### config.mk
export PLATFORM = sky130hd
export DESIGN_NAME = simplez_uart_tx
export DESIGN_NICKNAME = d
export VERILOG_FILES = /design/src/rtl/simplez_uart_tx.sv
export SDC_FILE = /design/constraint.sdc
export NUM_CORES = 1
export LEC_CHECK = 0
export CAP_MARGIN = 5
export CORE_AREA = 8 8 83 85
export DETAILED_ROUTE_END_ITERATION = 7
export DIE_AREA = 0 0 91 93
export GPL_ROUTABILITY_DRIVEN = 0
export SLEW_MARGIN = 10
export SYNTH_ARGS = -nofsm -noshare
export SYNTH_HDL_FRONTEND = slang
export SYNTH_SLANG_ARGS = --single-unit
### constraint.sdc
create_clock -name clk -period 2.24 [get_ports clk]
set_input_delay 0.336 -clock clk [delete_from_list [all_inputs] [get_ports clk]]
set_output_delay 0.336 -clock clk [all_outputs]
set_load 0.01 [all_outputs]
### src/rtl/simplez_uart_tx.sv
// simplez_uart_tx: memory-mapped 8N1 serial transmitter for the Simplez CPU, state updated on the falling clock edge.
// Define SIMPLEZ_UART_HOLD_EN to add a one-byte hold register so that frames can be sent back-to-back.
module simplez_uart_tx #(
  parameter int DATAW = 12,
  parameter int ADDRW = 9,
  parameter int BAUD_DIV = 104,
  parameter logic [ADDRW-1:0] ADDR_DATA = 9'o506,
  parameter logic [ADDRW-1:0] ADDR_STAT = 9'o507
) (
  input  logic             clk,
  input  logic             rst,
  input  logic [ADDRW-1:0] addr,
  input  logic             wr,
  input  logic [DATAW-1:0] data_in,
  output logic [DATAW-1:0] data_out,
  output logic             sel,
  output logic             tx,
  output logic             busy
);
  localparam int CW = $clog2(BAUD_DIV);
  typedef enum logic [1:0] {IDLE, START, DATA, STOP} state_t;
  state_t state;
  logic [CW-1:0] cnt;
  logic [2:0] bit_cnt;
  logic [7:0] shreg, last_byte;
  logic overrun, ready, wrap, wr_data, wr_stat, accept, ovr_set, unused_hi;
`ifdef SIMPLEZ_UART_HOLD_EN
  logic [7:0] hold;
  logic hold_full;
  assign ready = !hold_full;
`else
  assign ready = (state == IDLE);
`endif
  assign busy = (state != IDLE);
  assign wrap = (cnt == CW'(BAUD_DIV - 1));
  assign wr_data = wr && (addr == ADDR_DATA);
  assign wr_stat = wr && (addr == ADDR_STAT);
  assign accept = wr_data && ready;
  assign ovr_set = wr_data && !ready;
  assign sel = (addr == ADDR_DATA) || (addr == ADDR_STAT);
  assign data_out = (addr == ADDR_DATA) ? DATAW'(last_byte) :
                    (addr == ADDR_STAT) ? DATAW'({busy, overrun, ready}) : '0;
  assign unused_hi = ^data_in[DATAW-1:8];
  always_ff @(negedge clk or posedge rst) begin
    if (rst) begin
      state <= IDLE;
      tx <= 1'b1;
      cnt <= '0;
      bit_cnt <= '0;
      shreg <= '0;
      last_byte <= '0;
      overrun <= 1'b0;
`ifdef SIMPLEZ_UART_HOLD_EN
      hold <= '0;
      hold_full <= 1'b0;
`endif
    end else begin
      // a new overrun outranks a clear on the same edge
      if (ovr_set) overrun <= 1'b1;
      else if (wr_stat && data_in[1]) overrun <= 1'b0;
      if (accept) last_byte <= data_in[7:0];
      cnt <= (state == IDLE || wrap) ? '0 : cnt + 1'b1;
      case (state)
        IDLE: if (accept) begin
          state <= START;
          shreg <= data_in[7:0];
          tx <= 1'b0;
        end
        START: if (wrap) begin
          state <= DATA;
          tx <= shreg[0];
          shreg <= shreg >> 1;
        end
        DATA: if (wrap) begin
          bit_cnt <= bit_cnt + 1'b1;
          state <= (bit_cnt == 3'd7) ? STOP : DATA;
          tx <= (bit_cnt == 3'd7) ? 1'b1 : shreg[0];
          shreg <= shreg >> 1;
        end
        STOP: if (wrap) begin
`ifdef SIMPLEZ_UART_HOLD_EN
          // pending byte (held, or arriving this edge) starts the next frame with no idle gap
          if (hold_full || accept) begin
            state <= START;
            tx <= 1'b0;
            shreg <= hold_full ? hold : data_in[7:0];
            hold_full <= 1'b0;
          end else state <= IDLE;
`else
          state <= IDLE;
`endif
        end
        default: state <= IDLE;
      endcase
`ifdef SIMPLEZ_UART_HOLD_EN
      if (accept && state != IDLE && !(state == STOP && wrap)) begin
        hold <= data_in[7:0];
        hold_full <= 1'b1;
      end
`endif
    end
  end
endmodule

==> impl_metrics.toml <==
[min_path]
hp-start = "bit_cnt[0]"
whs_path_depth = 1
hp-class = "reg2reg"
min_to = "bit_cnt[0]"

[synth]
yosys.area.top_type = "dfrtn_1"
yosys_most_used_dff = "dfrtn_1"
synth_edf_count = 0
syn-cell-area_sq_um = 1640
yosysWarnings = 0
ys_ff_latch = 30
ys_async_sr_fraction_pct = 100
syn_area_per_cell_sq_um = 10.9
yosysUniqueCellTypes = 37
synth_area_leaders = "dfrtn_1 (44%), mux2_2 (6.9%), ha_1 (6.1%), mux2i_1 (6.1%), a21oi_1 (3.1%)"
synth_cells = 150
netlist.area_leader.share_pct = 44.3
netlist_top_cells_count = "dfrtn_1 (29), a21oi_1 (10), mux2_2 (10), mux2i_1 (10), inv_1 (9)"
synthMostInstantiatedCell = "dfrtn_1"
seq_area_frac_synth_pct = 45.9

[cells_and_area]
regArea_sq_um = 752
nets = 245
fin_cells = 289
diodes = 0
fillers = 561
multi_input_area_sq_um = 973
drive_gt1_share_pct = 40.2
area_growth_syn_to_layout_pct = 53.7
fin_area_sq_um = 2520

[pwr]
p_leak_nw = 1.18
powerDensity_nw_per_um2 = 463
peakVddDrop_mv = 0.376

[setup_path]
crit_path_top_delay_cell = "or4b_4"
critPathMaxStageDelay_ps = 570
critPathRequiredTime_ps = 1260
r2r_slack_ps = 340
rr_startpoint = "cnt[0]"
setup.worst_path.start = "addr[7]"
start_kind = "primary input"
crit_chain = "buf_6 -> or4b_4 -> o41ai_4 -> buf_4 -> nand2_2 -> mux2_4"
rr_worst_depth = 5
cp_data_arrival_time_ps = 1880
crit_family = "simple AND/OR/NAND/NOR gates"
crit_type = "in2reg"
rr_endpoint = "state[1]"
crit_fanout = 3
cp-end-kind = "register"
critPathBufInv = 2

[detailed_routing]
drtIter0Drc = 8
drc = 0
ant_nets = 0
via_count = 1315
wl_mm = 3.99
avgViaCountPerCell = 4.55
wl_per_cell_microns = 13.8
detailedRoute.firstPassIterationCount = 4

[sta]
setup-violations-final = 30
rsz0062_at_grt = "true"
setup_slack_ps = -624
hold_viol_final = 0
finClkSkew_ps = 46.1
slew_violations = 0

[die]
die_h_microns = 93
placementRows = 28
io-pin-count = 39
start_util_pct = 28.9
dieArea_sq_um = 8460
core_area_sq_um = 5680
die_width_microns = 91

[global_route]
grt_usage_pct = 9.08
first_global_vias = 1297
antenna_found_initial = 0
overflow = 0
grt_pass1_wl_mm = 6.24
grt_max_degree = 21

[placed_design]
pre_cts_ws_ps = -1250
placed_area_sq_um = 2200
dpl.hpwl_mm = 2.78
place_inst = 269
port_buffers = 30

[clock_tree]
cts_buffer_depth = 2
numCtsBuffers = 5
insertion_delay_ps = 330
clk_pin_slew_ps = 50
cts_hold_buf = 0
cts_sinks = 30
cts_max_level = 2
cts-root-buf = "clkbuf_8"
cts_tree = "built"

[flow_run]
cap_violations = 0

[outcome]
status = "finished, violations left"
violations = "negative setup slack"
[report_power, final]
part | internal (mW) | switching, mW | leakage [nW]
clock | 0.334 | 0.219 | 0.0567
sequential | 0.545 | 0.0000221 | 0.396
combinational | 0.0382 | 0.0314 | 0.728
total | 0.917 | 0.250 | 1.18
[worst reg2reg max path, stage by stage, from the launching register on]
cell     delay, ps
dfrtn_1        420
ha_1           210
nand3_1        180
nor3b_2        400
o21a_2         240
mux2_4         300
[stage by stage]
stage	utilization (%)	TNS, ps	power (mW)	hold slack [ps]
after global placement	38.8	-26600	0.631	436
after floorplan	-	-14460	0.586	405
after CTS	41.9	-13180	1.18	443
after global routing	44.4	-14230	1.21	452
after detailed placement	38.8	-27180	0.631	435
final	44.4	-12960	1.17	438
[routing by layer]
layer | global-route usage, % | wire length, microns
met1 | 11.4 | 1930
met2 | 13.4 | 1770
met5 | 0 | 0
met3 | 4.09 | 239
met4 | 3.27 | 49
[layout make-up]
cell class	count	share of cell area, %
Multi-Input combinational cell	103	38.6
Sequential cell	30	29.9
Timing Repair Buffer	64	22.0
Tap cell	75	3.73
Clock buffer	6	2.88
Clock inverter	3	1.64
Inverter	8	1.29
[layout by cell type (no fill, tap or decap), drive strengths merged, types with 2 or more instances in the layout]
cell type and n:
a21oi 10, a31oi 8, and2 5, and3 2, buf 47, clkbuf 6
clkdlybuf4s50 11, conb 4, dfrtn 29, dlygate4sd2 5, ha 8, inv 9
mux2 12, mux2i 10, nand2 4, nand3 3, nor2 6, nor2b 3
nor3 5, nor3b 3, o21ai 3, xnor2 3, xor2 2
[state kept, by name (all words and copies together) (netlist names)]
signal     count
overrun        1
last_byte      8
shreg          8
bit_cnt        3
cnt            7
state          2
tx             1
[cell families after synthesis]
family	share of synthesized area [%]
and+or+nand+nor	13.1
other	0.229
adders and majority gates	6.11
muxes	14.4
DFF	45.9
buffers and inverters	6.18
AOI/OAI and AO/OA	11.5
xor gates and xnor gates	2.67
[worst max path at each step]
stage,to,depth (start not counted)
2_1_floorplan,state[1],4
3_3_place_gp,last_byte[3],6
3_5_place_dp,last_byte[1],6
4_1_cts,shreg[7],6
5_1_grt,shreg[7],6
6_report,shreg[7],6
[repair_timing]
action                                 CTS  global route
pin swaps                                7             5
setup buffers                            8             6
endpoints found under the hold margin    0             0
gates cloned                             1             0
resized for setup                       80            15
setup endpoints to repair               31            30
No activity file was read; power rests on OpenSTA's default activity.
